[src/rtl/multdiv_exec_unit.sv]
// Iterative signed multiply/divide unit beside the X stage: radix-2 shift-add
// multiply and restoring divide on operand magnitudes, with a held writeback port.
module multdiv_exec_unit #(
    parameter int WIDTH    = 32,
    parameter int REG_W    = 5,
    parameter int EXC_REG  = 30,
    parameter int MULT_EXC = 4,
    parameter int DIV_EXC  = 5
) (
    input  logic             i_clk,
    input  logic             i_rst_n,
    input  logic             i_issue_valid,
    output logic             o_issue_ready,
    input  logic             i_issue_op,
    input  logic [WIDTH-1:0] i_issue_a,
    input  logic [WIDTH-1:0] i_issue_b,
    input  logic [REG_W-1:0] i_issue_rd,
    input  logic             i_flush,
    output logic             o_busy,
    output logic             o_wb_valid,
    input  logic             i_wb_ready,
    output logic [REG_W-1:0] o_wb_rd,
    output logic [WIDTH-1:0] o_wb_data,
    output logic             o_wb_exc
);

    localparam int CNT_W = (WIDTH > 1) ? $clog2(WIDTH) : 1;

    typedef enum logic [1:0] {
        S_IDLE,
        S_RUN,
        S_DONE
    } state_t;

    state_t r_state;
    state_t w_state_nxt;

    logic               r_op;
    logic               r_neg;
    logic               r_dz;
    logic [CNT_W-1:0]   r_cnt;
    logic [2*WIDTH-1:0] r_acc;
    logic [WIDTH-1:0]   r_b;
    logic [REG_W-1:0]   r_rd;
    logic [REG_W-1:0]   r_wb_rd;
    logic [WIDTH-1:0]   r_wb_data;
    logic               r_wb_exc;

    logic               w_accept;
    logic               w_div0;
    logic               w_last;
    logic               w_finish;
    logic [WIDTH-1:0]   w_hi;
    logic [WIDTH-1:0]   w_lo;
    logic [WIDTH:0]     w_madd;
    logic [2*WIDTH-1:0] w_mul_nxt;
    logic [WIDTH:0]     w_shift;
    logic [WIDTH:0]     w_diff;
    logic               w_ge;
    logic [2*WIDTH-1:0] w_div_nxt;
    logic [2*WIDTH-1:0] w_acc_nxt;
    logic signed [2*WIDTH-1:0] w_prod;
    logic signed [WIDTH-1:0]   w_quo;
    logic               w_mul_ovf;

    function automatic logic [WIDTH-1:0] f_abs(input logic [WIDTH-1:0] v);
        return v[WIDTH-1] ? ('0 - v) : v;
    endfunction

    function automatic logic [WIDTH-1:0] f_cond_neg_w(input logic neg, input logic [WIDTH-1:0] v);
        return neg ? ('0 - v) : v;
    endfunction

    function automatic logic [2*WIDTH-1:0] f_cond_neg_2w(input logic neg, input logic [2*WIDTH-1:0] v);
        return neg ? ('0 - v) : v;
    endfunction

    // A signed product fits in WIDTH bits only if its top WIDTH+1 bits are all equal.
    function automatic logic f_mul_ovf(input logic [2*WIDTH-1:0] p);
        return !((&p[2*WIDTH-1:WIDTH-1]) || (~|p[2*WIDTH-1:WIDTH-1]));
    endfunction

    assign o_issue_ready = (r_state == S_IDLE) ||
                           ((r_state == S_DONE) && i_wb_ready && !i_flush);
    assign w_accept      = i_issue_valid && o_issue_ready && !i_flush;
    assign w_div0        = i_issue_op && (i_issue_b == '0);
    assign w_last        = (r_cnt == CNT_W'(WIDTH - 1));
    assign w_finish      = (r_state == S_RUN) && (r_dz || w_last);

    assign w_hi = r_acc[2*WIDTH-1:WIDTH];
    assign w_lo = r_acc[WIDTH-1:0];

    // Multiply: {hi,lo} holds partial product over the shrinking multiplier.
    assign w_madd    = {1'b0, w_hi} + (w_lo[0] ? {1'b0, r_b} : '0);
    assign w_mul_nxt = {w_madd, w_lo[WIDTH-1:1]};

    // Divide: {hi,lo} holds remainder over the dividend being shifted into quotient.
    assign w_shift   = {w_hi, w_lo[WIDTH-1]};
    assign w_diff    = w_shift - {1'b0, r_b};
    assign w_ge      = !w_diff[WIDTH];
    assign w_div_nxt = {(w_ge ? w_diff[WIDTH-1:0] : w_shift[WIDTH-1:0]),
                        w_lo[WIDTH-2:0], w_ge};

    assign w_acc_nxt = r_op ? w_div_nxt : w_mul_nxt;
    assign w_prod    = f_cond_neg_2w(r_neg, w_mul_nxt);
    assign w_quo     = f_cond_neg_w(r_neg, w_div_nxt[WIDTH-1:0]);
    assign w_mul_ovf = f_mul_ovf(w_prod);

    always_comb begin
        w_state_nxt = r_state;
        case (r_state)
            S_IDLE: if (w_accept) w_state_nxt = S_RUN;
            S_RUN:  if (r_dz || w_last) w_state_nxt = S_DONE;
            S_DONE: begin
                if (i_wb_ready) w_state_nxt = S_IDLE;
                if (w_accept)   w_state_nxt = S_RUN;
            end
            default: w_state_nxt = S_IDLE;
        endcase
        if (i_flush) w_state_nxt = S_IDLE;
    end

    always_ff @(posedge i_clk or negedge i_rst_n) begin
        if (!i_rst_n) begin
            r_state <= S_IDLE;
            r_cnt   <= '0;
            r_dz    <= 1'b0;
        end else begin
            r_state <= w_state_nxt;
            if (w_accept) begin
                r_cnt <= '0;
                r_dz  <= w_div0;
            end else if (r_state == S_RUN) begin
                r_cnt <= r_cnt + 1'b1;
            end
        end
    end

    always_ff @(posedge i_clk) begin
        if (w_accept) begin
            r_acc <= {{WIDTH{1'b0}}, f_abs(i_issue_a)};
            r_b   <= f_abs(i_issue_b);
            r_op  <= i_issue_op;
            r_neg <= i_issue_a[WIDTH-1] ^ i_issue_b[WIDTH-1];
            r_rd  <= i_issue_rd;
        end else if (r_state == S_RUN) begin
            r_acc <= w_acc_nxt;
        end
    end

    // Writeback registers load only on the edge that enters DONE and then hold.
    always_ff @(posedge i_clk or negedge i_rst_n) begin
        if (!i_rst_n) begin
            r_wb_rd   <= '0;
            r_wb_data <= '0;
            r_wb_exc  <= 1'b0;
        end else if (w_finish && !i_flush) begin
            if (r_dz) begin
                r_wb_rd   <= REG_W'(EXC_REG);
                r_wb_data <= WIDTH'(DIV_EXC);
                r_wb_exc  <= 1'b1;
            end else if (!r_op && w_mul_ovf) begin
                r_wb_rd   <= REG_W'(EXC_REG);
                r_wb_data <= WIDTH'(MULT_EXC);
                r_wb_exc  <= 1'b1;
            end else begin
                r_wb_rd   <= r_rd;
                r_wb_data <= r_op ? w_quo : w_prod[WIDTH-1:0];
                r_wb_exc  <= 1'b0;
            end
        end
    end

    assign o_busy     = (r_state != S_IDLE);
    assign o_wb_valid = (r_state == S_DONE);
    assign o_wb_exc   = (r_state == S_DONE) && r_wb_exc;
    assign o_wb_rd    = r_wb_rd;
    assign o_wb_data  = r_wb_data;

endmodule

[config.mk]
export PLATFORM = sky130hd
export DESIGN_NAME = multdiv_exec_unit
export DESIGN_NICKNAME = d
export VERILOG_FILES = /design/src/rtl/multdiv_exec_unit.sv
export SDC_FILE = /design/constraint.sdc
export NUM_CORES = 1
export LEC_CHECK = 0
export CAP_MARGIN = 20
export CORE_AREA = 5 5 165 167
export DETAILED_ROUTE_END_ITERATION = 10
export DIE_AREA = 0 0 170 172
export PLACE_DENSITY_LB_ADDON = 0.05
export SYNTH_ARGS = -nofsm -noshare
export SYNTH_HDL_FRONTEND = slang
export SYNTH_SLANG_ARGS = --single-unit
[constraint.sdc]
create_clock -name i_clk -period 6.4 [get_ports i_clk]
set_input_delay 1.28 -clock i_clk [delete_from_list [all_inputs] [get_ports i_clk]]
set_output_delay 1.28 -clock i_clk [all_outputs]
set_load 0.05 [all_outputs]
==> results.py, run 1 <==
metrics = {
    "power": {
        "power_density_mw_per_mm2": 383.2,
        "pwr-share-clk_pct": 16.5,
        "ir_drop_mv": 0.2100,
        "intPower_uw": 3290,
        "pwr-share-comb_pct": 61.5,
        "power_switching_share_pct": 49.51,
        "power_frac_seq_pct": 22.0,
        "p_leak_uw": 0.006569,
        "switching_power_uw": 3226,
    },
    "worst_hold_path": {
        "min_path_cells": 2,
        "hp-class": "reg2reg",
    },
    "yosys": {
        "yosysTopAreaCellShare_pct": 14.18,
        "synth_cell_types": 86,
        "synth_edf_count": 71,
        "synth_warnings": 0,
        "syn_avg_cell_area_um2": 7.962,
        "synth_area_leaders": "edfxtp_1, dfrtp_1, xnor2_1",
        "synth_nets": 2036,
        "async_reset_ff_share_pct": 30.87,
        "netlist_area_mm2": 0.01504,
        "synthFlopType": "edfxtp_1",
        "yosysSeqAreaShare_pct": 26.09,
        "yosys.area.top_type": "edfxtp_1",
        "ys_ff_latch": 149,
        "synthCells": 1889,
    },
    "die": {
        "io_pins": 116,
        "die_w_um": 170,
        "die_area_mm2": 0.02924,
        "fp.dieH_um": 172,
        "core_area_mm2": 0.02562,
        "start_util_pct": 58.72,
        "rows": 59,
    },
    "cells_and_area": {
        "drive_gt1_share_pct": 6.584,
        "synthToLayoutAreaGrowth_pct": 13.05,
        "design_area_mm2": 0.01700,
        "diodes": 0,
        "post_layout_nonfiller_instances": 2279,
        "layout.nets": 2078,
    },
    "worst_setup_path": {
        "required_ns": 6.76,
        "crit_type": "reg2reg",
        "end_kind": "flip-flop",
        "r2r_cells": 18,
        "cp.arrival_ns": 6.24,
        "crit_fanout": 26,
        "startpoint_type": "flip-flop",
    },
    "routing": {
        "drtPass1Iterations": 5,
        "routed_wl_um": 45780,
        "via_per_inst": 6.509,
        "drt_iter0_markers": 1644,
        "drc": 0,
        "num_vias": 14834,
        "final_antenna_net_count": 0,
        "wl_per_cell_um": 20.09,
    },
    "cts": {
        "root_buffer": "clkbuf_16",
        "cts.htree.levels": 4,
        "cts_tree": "done",
        "worstSkewPairLatency_ns": 0.45,
        "clkTransAtPathRegs_ns": 0.08,
        "cts_buffer_depth": 2,
        "cts-hold-fix-buffers": 0,
        "cts.sinks": 149,
        "cts_buffers": 17,
    },
    "global_route": {
        "overflow": 0,
        "grt_max_degree": 171,
        "grt_first_pass_wirelength_um": 73650,
        "grt_pass1_vias": 13889,
        "grtUsageTotal_pct": 31.21,
        "antenna_found_initial": 0,
    },
    "placement": {
        "place_congestion": 0.9389,
        "post-place-cells": 2246,
        "placed_cell_area_mm2": 0.01635,
        "hpwl_um": 34550,
        "io_buffer_count": 115,
    },
    "sta": {
        "holdWs_ns": 0.4874,
        "period_needed_ns": 5.883,
        "finalClockSkew_ns": 0.01418,
        "setup_viol": 0,
        "tightest_slew_ns": 1.060,
        "rsz0062_at_grt": "false",
        "fmax_mhz": 170.0,
        "fin_crit_sh_pct": 91.92,
        "hold_viol": 0,
        "slew_viol_final": 0,
        "max_slew_margin_pct": 29.14,
        "finalSetupTns_ns": 0,
    },
    "flow_run": {
        "maxCapViolations": 0,
    },
    "run_status": {
        "status": "finished, final reports clean",
    },
}
==> per-stage QoR <==
| stage | setup slack (ns) | total power [uW] | util, % |
|---|---|---|---|
| after detailed placement | 0.5244 | 5345 | 63.84 |
| after global routing | 0.04563 | 6980 | 66.38 |
| after global placement | 0.7135 | 5294 | 63.84 |
| after floorplan | 0.9162 | 4301 | - |
| after CTS | 0.5337 | 6432 | 66.23 |
| final | 0.5173 | 6515 | 66.38 |
==> cell families (layout without fill, tap and decap cells) <==
logic type / count (synthesis) / count (layout) / synth area share [%]
xor gates and xnor gates: 174 / 174 / 10.13
muxes: 61 / 61 / 4.118
adders and majority gates: 72 / 72 / 6.089
AOI/OAI and AO/OA: 593 / 593 / 26.50
buffers and inverters: 193 / 248 / 5.066
DFF: 149 / 149 / 26.09
and+or+nand+nor: 647 / 647 / 22.00
==> worst max-delay path, cell delays in order, from the launching register on <==
cell and delay (ns):
edfxtp_1 0.38, inv_1 0.38, buf_4 0.25, nor2_1 0.05, ha_1 0.40, a21o_1 0.24, a311o_1 0.32, a211o_1 0.30
a21boi_0 0.34, xnor2_1 0.28, nand4b_1 0.38, buf_4 0.28, nand2b_1 0.23, o31ai_1 0.28, a32oi_1 0.10, or4_4 0.57
nor4_4 0.42, o2bb2a_4 0.34, o21ai_0 0.23
==> registers in the layout (all words and copies together) (netlist names) <==
register and flops:
r_acc 64, o_wb_data 32, r_b 32, o_wb_rd 5
r_cnt 5, r_rd 5, r_state 2, r_dz 1
r_neg 1, r_op 1, r_wb_exc 1
==> layout by cell type (no fill, tap or decap), types with 48 or more instances in the layout <==
master           synthesis  final
a21oi_1                106    106
clkdlybuf4s50_1          0    114
edfxtp_1                71     71
ha_1                    70     70
inv_1                   74     73
mux2i_1                 54     54
nand2_1                166    166
nor2_1                 164    164
nor3_1                  48     48
o21ai_0                161    161
xnor2_1                131    131
==> final cells by class <==
class                      instances  area, um2
clock buffer                      17      425.4
multi-input combinational       1547      10390
inverter                          74      280.3
fill                            2268       8612
tap                              335      419.2
timing repair buffer             142       1381
clock inverter                    15      187.7
sequential                       149       3924
==> path summary, 6_finish.rpt <==
check / start / to / slack [ns]
max: r_acc[0] / o_wb_data[3] / 0.52
min: o_wb_data[21] / o_wb_data[21] / 0.49
max reg2reg: r_acc[0] / o_wb_data[3] / 0.52
min reg2reg: o_wb_data[21] / o_wb_data[21] / 0.49
max in group asynchronous: i_rst_n / o_wb_data[29] / 5.02
min in group asynchronous: i_rst_n / o_wb_rd[4] / 0.91
==> cells in the mapped netlist, types with 26 or more instances <==
library cell / n
nand2_1: 166
nor2_1: 164
o21ai_0: 161
xnor2_1: 131
a21oi_1: 106
clkbuf_1: 99
inv_1: 74
edfxtp_1: 71
ha_1: 70
mux2i_1: 54
nor3_1: 48
dfrtp_1: 46
xor2_1: 43
nand3_1: 42
o31ai_1: 41
a211oi_1: 33
dfxtp_1: 32
nand2b_1: 32
a32oi_1: 30
or3_1: 26
==> per-layer routing <==
layer  GRT usage [%]  routed length, um  vias up
met1           45.25              20570     6975
li1                -                  -     7115
met4           7.500                757        0
met3           7.499               4816       59
met5               0                  0        -
met2           47.33              19630      685
==> power groups by stage <==
stage / logic (uW) / registers (uW) / clock network, uW
final: 4010 / 1430 / 1070
after floorplan: 2890 / 1410 / 0
after detailed placement: 3900 / 1440 / 0
after global routing: 4400 / 1460 / 1130
after CTS: 3920 / 1420 / 1090
after global placement: 3860 / 1440 / 0
==> what timing repair did <==
item                                    4_1_cts  5_1_grt
setup buffers                                 0        0
hold endpoints to repair                      0        0
endpoints found under the setup margin        0        7
gates resized for setup                       0        2
No activity file was read; power rests on OpenSTA's default activity.
==> run 2: changes to the inputs <==
SETUP_SLACK_MARGIN = 0.05   (was unset)
==> results of run 2 <==
Final layout, timing and power as in run 1 (identical DEF).
